<file path="src/rtl/mem_arb_pkg.sv">
// Shared types for the two-port memory arbiter: FSM state encoding and requester index.
package mem_arb_pkg;

    typedef enum logic [1:0] {
        ST_IDLE = 2'd0,
        ST_WR   = 2'd1,
        ST_RD   = 2'd2,
        ST_WAIT = 2'd3
    } arb_state_t;

    typedef logic req_idx_t;

    localparam int NUM_REQ = 2;

    function automatic logic [NUM_REQ-1:0] idx_to_onehot(input req_idx_t idx);
        return idx ? 2'b10 : 2'b01;
    endfunction

endpackage

</file>
<file path="src/rtl/rr_arb2.sv">
// Two-way round-robin grant: a contested cycle goes to whoever did not win last;
// an uncontested request wins regardless of history.
module rr_arb2
    import mem_arb_pkg::*;
(
    input  logic [1:0] valid,
    input  req_idx_t   last_grant,
    output logic       grant_any,
    output req_idx_t   grant_idx
);

    always_comb begin
        grant_any = |valid;
        grant_idx = 1'b0;
        case (valid)
            2'b01:   grant_idx = 1'b0;
            2'b10:   grant_idx = 1'b1;
            2'b11:   grant_idx = ~last_grant;
            default: grant_idx = 1'b0;
        endcase
    end

endmodule

</file>
<file path="src/rtl/mem_port_arbiter.sv">
// Two-requester round-robin front end for a single-port memory, registered memory strobes.
// Define MEM_ARB_TIMEOUT_EN to enable the read-response watchdog in ST_WAIT.
//
// state   | meaning
// --------+---------------------------------------------------
// ST_IDLE | accepting; req_ready pulses for the granted port
// ST_WR   | mem_wr_en high for one cycle
// ST_RD   | mem_rd_en high for one cycle
// ST_WAIT | waiting for mem_valid_out (or watchdog expiry)
module mem_port_arbiter
    import mem_arb_pkg::*;
#(
    parameter int  DATA_WIDTH     = 32,
    parameter int  MEM_DEPTH      = 64,
    parameter int  TIMEOUT_CYCLES = 16,
    localparam int ADDR_WIDTH     = $clog2(MEM_DEPTH)
) (
    input  logic                    clk,
    input  logic                    rst,
    input  logic [1:0]              req_valid,
    output logic [1:0]              req_ready,
    input  logic [1:0]              req_we,
    input  logic [2*ADDR_WIDTH-1:0] req_addr,
    input  logic [2*DATA_WIDTH-1:0] req_wdata,
    output logic [1:0]              resp_valid,
    output logic [DATA_WIDTH-1:0]   resp_rdata,
    output logic                    resp_err,
    output logic                    mem_wr_en,
    output logic                    mem_rd_en,
    output logic [ADDR_WIDTH-1:0]   mem_addr,
    output logic [DATA_WIDTH-1:0]   mem_data_in,
    input  logic [DATA_WIDTH-1:0]   mem_data_out,
    input  logic                    mem_valid_out,
    output logic                    busy
);

    if (TIMEOUT_CYCLES < 1 || MEM_DEPTH < 2) begin : g_param_check
        $error("mem_port_arbiter: TIMEOUT_CYCLES must be >= 1 and MEM_DEPTH >= 2");
    end

    arb_state_t            state, state_nx;
    req_idx_t              last_grant, last_grant_nx;
    req_idx_t              owner, owner_nx;
    logic                  grant_any;
    req_idx_t              grant_idx;
    logic                  sel_we;
    logic [ADDR_WIDTH-1:0] sel_addr;
    logic [DATA_WIDTH-1:0] sel_wdata;
    logic                  wr_en_nx, rd_en_nx;
    logic [ADDR_WIDTH-1:0] addr_nx;
    logic [DATA_WIDTH-1:0] wdata_nx;
    logic [1:0]            resp_valid_nx;
    logic [DATA_WIDTH-1:0] resp_rdata_nx;

`ifdef MEM_ARB_TIMEOUT_EN
    localparam int TMR_W = (TIMEOUT_CYCLES > 1) ? $clog2(TIMEOUT_CYCLES) : 1;
    logic [TMR_W-1:0] timer, timer_nx;
    logic             resp_err_nx;
`else
    assign resp_err = 1'b0;
`endif

    rr_arb2 u_rr_arb2 (
        .valid      (req_valid),
        .last_grant (last_grant),
        .grant_any  (grant_any),
        .grant_idx  (grant_idx)
    );

    assign sel_we    = grant_idx ? req_we[1] : req_we[0];
    assign sel_addr  = grant_idx ? req_addr[2*ADDR_WIDTH-1:ADDR_WIDTH] : req_addr[ADDR_WIDTH-1:0];
    assign sel_wdata = grant_idx ? req_wdata[2*DATA_WIDTH-1:DATA_WIDTH] : req_wdata[DATA_WIDTH-1:0];
    assign busy      = (state != ST_IDLE);

    always_comb begin
        state_nx      = state;
        last_grant_nx = last_grant;
        owner_nx      = owner;
        wr_en_nx      = 1'b0;
        rd_en_nx      = 1'b0;
        addr_nx       = mem_addr;
        wdata_nx      = mem_data_in;
        resp_valid_nx = '0;
        resp_rdata_nx = resp_rdata;
        req_ready     = '0;
`ifdef MEM_ARB_TIMEOUT_EN
        timer_nx      = timer;
        resp_err_nx   = 1'b0;
`endif
        case (state)
            ST_IDLE: begin
                if (grant_any) begin
                    req_ready     = idx_to_onehot(grant_idx);
                    last_grant_nx = grant_idx;
                    owner_nx      = grant_idx;
                    addr_nx       = sel_addr;
                    // mem_data_in only moves on writes so it holds across reads
                    if (sel_we) begin
                        wdata_nx = sel_wdata;
                        wr_en_nx = 1'b1;
                        state_nx = ST_WR;
                    end else begin
                        rd_en_nx = 1'b1;
                        state_nx = ST_RD;
                    end
                end
            end
            ST_WR: state_nx = ST_IDLE;
            ST_RD: begin
                state_nx = ST_WAIT;
`ifdef MEM_ARB_TIMEOUT_EN
                timer_nx = TMR_W'(TIMEOUT_CYCLES - 1);
`endif
            end
            ST_WAIT: begin
                if (mem_valid_out) begin
                    resp_valid_nx = idx_to_onehot(owner);
                    resp_rdata_nx = mem_data_out;
                    state_nx      = ST_IDLE;
                end
`ifdef MEM_ARB_TIMEOUT_EN
                else if (timer == '0) begin
                    resp_valid_nx = idx_to_onehot(owner);
                    resp_rdata_nx = '0;
                    resp_err_nx   = 1'b1;
                    state_nx      = ST_IDLE;
                end else begin
                    timer_nx = timer - 1'b1;
                end
`endif
            end
            default: state_nx = ST_IDLE;
        endcase
        // a grant during reset would be discarded, so never advertise one
        if (rst) begin
            req_ready = '0;
        end
    end

    always_ff @(posedge clk) begin
        if (rst) begin
            state       <= ST_IDLE;
            last_grant  <= 1'b1;
            owner       <= 1'b0;
            mem_wr_en   <= 1'b0;
            mem_rd_en   <= 1'b0;
            mem_addr    <= '0;
            mem_data_in <= '0;
            resp_valid  <= '0;
            resp_rdata  <= '0;
`ifdef MEM_ARB_TIMEOUT_EN
            resp_err    <= 1'b0;
            timer       <= '0;
`endif
        end else begin
            state       <= state_nx;
            last_grant  <= last_grant_nx;
            owner       <= owner_nx;
            mem_wr_en   <= wr_en_nx;
            mem_rd_en   <= rd_en_nx;
            mem_addr    <= addr_nx;
            mem_data_in <= wdata_nx;
            resp_valid  <= resp_valid_nx;
            resp_rdata  <= resp_rdata_nx;
`ifdef MEM_ARB_TIMEOUT_EN
            resp_err    <= resp_err_nx;
            timer       <= timer_nx;
`endif
        end
    end

endmodule

</file>
<file path="config.mk">
export PLATFORM = sky130hd
export DESIGN_NAME = mem_port_arbiter
export DESIGN_NICKNAME = d
export VERILOG_FILES = /design/src/rtl/mem_arb_pkg.sv /design/src/rtl/rr_arb2.sv /design/src/rtl/mem_port_arbiter.sv
export SDC_FILE = /design/constraint.sdc
export NUM_CORES = 1
export LEC_CHECK = 0
export CORE_MARGIN = 2
export CORE_UTILIZATION = 41
export DETAILED_ROUTE_END_ITERATION = 8
export GPL_TIMING_DRIVEN = 1
export PLACE_DENSITY_LB_ADDON = 0.3
export RECOVER_POWER = 25
export REMOVE_ABC_BUFFERS = 1
export SLEW_MARGIN = 20
export SYNTH_ARGS = -nofsm -noshare
export SYNTH_HDL_FRONTEND = slang
export SYNTH_HIERARCHICAL = 1
export SYNTH_SLANG_ARGS = --single-unit
</file>
<file path="constraint.sdc">
create_clock -name clk -period 2.6 [get_ports clk]
set_input_delay 0.26 -clock clk [delete_from_list [all_inputs] [get_ports clk]]
set_output_delay 0.26 -clock clk [all_outputs]
set_load 0.01 [all_outputs]
</file>
==> reports/results.tsv <==
metric	value	unit
nFillCells	581	
yosys_register_bits	78	
worstSkewPairLatency	0.34	ns
rsz0062_at_grt	false	
drv_slew	0	
drtAntennaViolNets	0	
fin_tns_setup	0	ns
die_h	93.5	um
top_layer_used	met4	
p_comb_share	24.7	%
grtUsageTotal	21.2	%
fp-row-count	32	
grt_pass1_vias	3097	
yosys_warnings	6	
slew_headroom	5.80	%
cpPeakStageDelay	0.55	ns
p_sw_share	26.1	%
status	finished, final reports clean	
routed-wl-met2	4310	um
dp.cells	612	
h-tree-depth	3	
cp_cell_sequence	clkdlybuf4s50_1 > or2_1 > nor3b_4 > nand2b_1 > nor2_1 > clkdlybuf4s50_1	
synth_cell_types	30	
cp-end-kind	output pin	
drc	0	
finalHoldViolCount	0	
worstPathRequired	2.34	ns
tritoncts	built	
ir_drop	352	uV
first_pass_iters	5	
yosysSeqAreaShare	47.5	%
hold_class	primary input to register	
startpoint_type	primary input	
syn_area	3290	um^2
totalWireLength	9450	um
met3_length	1130	um
power.leakage	1.95	nW
crit_path_max_fanout	3	
wirelength_met1	3880	um
synth-edff-count	0	
synth_area_leaders	dfxtp_1 48%, mux2i_1 12%, a211oi_2 11%	
start_util	42.5	%
dp_hpwl	7090	um
fin_nets	636	
core_area	7730	um^2
setup_viol_count_final	0	
vias	3161	
layout-drive-gt1-share	11.2	%
cpMaxStageDelayCell	clkdlybuf4s50_1	
clkTransAtPathRegs	0.07	ns
area_delta_synth_final	67.3	%
fin_cells	628	
cts.sinks	78	
worst_pin_slew	1.41	ns
cp_data_arrival_time	1.95	ns
skew	0.00672	ns
die_w	93.5	um
pin_count	193	
drtIter0Drc	69	
crit_type	primary input to output pin	
routedWlPerCell	15.0	um
clock_path_buffers	2	
die_area	8750	um^2
port_buffers	191	
postSynthCellCount	341	
drt-vias-per-instance	5.03	
power_frac_clock	32.8	%
synth-main-ff-cell	dfxtp_1	
grt_overflow	0	
fin_ws	0.388	ns
cts-root-buf	clkbuf_8	
cts_hold_buf	0	
post_cts_buffers	0	
finalCritPeriodShare	85.1	%
ctsResizeCount	0	
powerDensity	570	nW/um^2
synth_area_leader_cell	dfxtp_1	
antenna_cells	0	
crit_top_cell	clkdlybuf4s50_1	
routabilityCongestion	0.777	
maxCapViolCount	0	
synth.avg_cell_area	9.64	um^2
max_freq	0.452	GHz
hold-worst-slack	0.411	ns
grt_pass1_wl	14700	um
fin_crit	2.21	ns
grt_max_degree	46	
synth_top_area_share	47.5	%
power.internal	2.32	mW
grt_antenna_before_repair	0	
async_reset_ff_share	0	%
seq_power_share	42.5	%
numCtsBuffers	9	
dp_slack	0.367	ns
switchingPower	0.818	mW
## cell usage in the layout, fill, tap and decap left out, types with 2 or more instances in the layout
cell type and count:
a211oi_1 2, a211oi_2 30, a21oi_1 65, buf_12 2, buf_4 7, bufinv_16 2, clkbuf_8 11, clkdlybuf4s50_1 188
dfxtp_1 78, dlygate4sd3_1 2, inv_1 2, mux2i_1 38, nand2_1 64, nor2_1 5, nor2b_1 3, o2bb2ai_1 6
or2_1 2
## path summary, 6_finish.rpt
| check | endpoint | start | cells after the start | slack, ns |
|---|---|---|---|---|
| min | state[0] | rst | 3 | 0.41 |
| max reg2reg | mem_data_in[0] | last_grant | 5 | 0.62 |
| min reg2reg | resp_valid[0] | owner | 1 | 0.44 |
| max | req_ready[1] | req_valid[0] | 6 | 0.39 |
## power by group through the flow
stage	Combinational, mW	Sequential, mW	Clock (mW)
floorplan	0.299	1.39	0
global route	0.831	1.34	1.09
global placement	0.767	1.36	0
CTS	0.786	1.33	1.05
finish	0.775	1.33	1.03
detailed placement	0.784	1.36	0
## Yosys cell counts (all sizes together) (3+ instances only)
| cell | count |
|---|---|
| o2bb2ai | 6 |
| a21oi | 65 |
| nor2b | 3 |
| dfxtp | 78 |
| mux2i | 38 |
| a211oi | 32 |
| nand2 | 64 |
| clkbuf | 20 |
| nor2 | 5 |
| buf | 12 |
## through the flow
stage / util, % / power [mW] / instance area (um^2)
floorplan: - / 1.69 / 3120
global placement: 68.2 / 2.12 / 5270
detailed placement: 68.2 / 2.14 / 5270
CTS: 71.2 / 3.16 / 5510
global route: 71.1 / 3.26 / 5500
finish: 71.1 / 3.13 / 5500
## layout make-up
cell class                 count  area (um^2)  share of cell area, %
multi-input combinational    229         1570                   28.5
tap                          102          128                   2.32
inverter                       2         7.51                  0.137
clock inverter                 5         81.3                   1.48
sequential                    78         1560                   28.4
timing repair buffer         201         2000                   36.4
clock buffer                  11          151                   2.75
## sequential cells by signal, indices dropped and copies added (netlist names)
register,flops
resp_valid,2
mem_rd_en,1
mem_wr_en,1
owner,1
mem_addr,6
last_grant,1
resp_rdata,32
state,2
mem_data_in,32
## kinds of logic after synthesis
family	count (synthesis)	synth area share [%]
and+or+nand+nor	81	10.3
buffers and inverters	34	5.33
muxes	39	12.0
other	1	0.114
DFF	78	47.5
AOI/OAI and AO/OA	108	24.7
## critical path, delay by kind of cell
kind,cells,cell delay [ns]
buffers and inverters,2,1.07
and+or+nand+nor,4,0.62
## routing by layer
layer / up-vias / track usage [%]
li1: 1555 / -
met1: 1458 / 23.9
met2: 137 / 36.0
met3: 11 / 9.19
met4: 0 / 7.25
met5: - / 0
(Power assumes the default switching activity.)
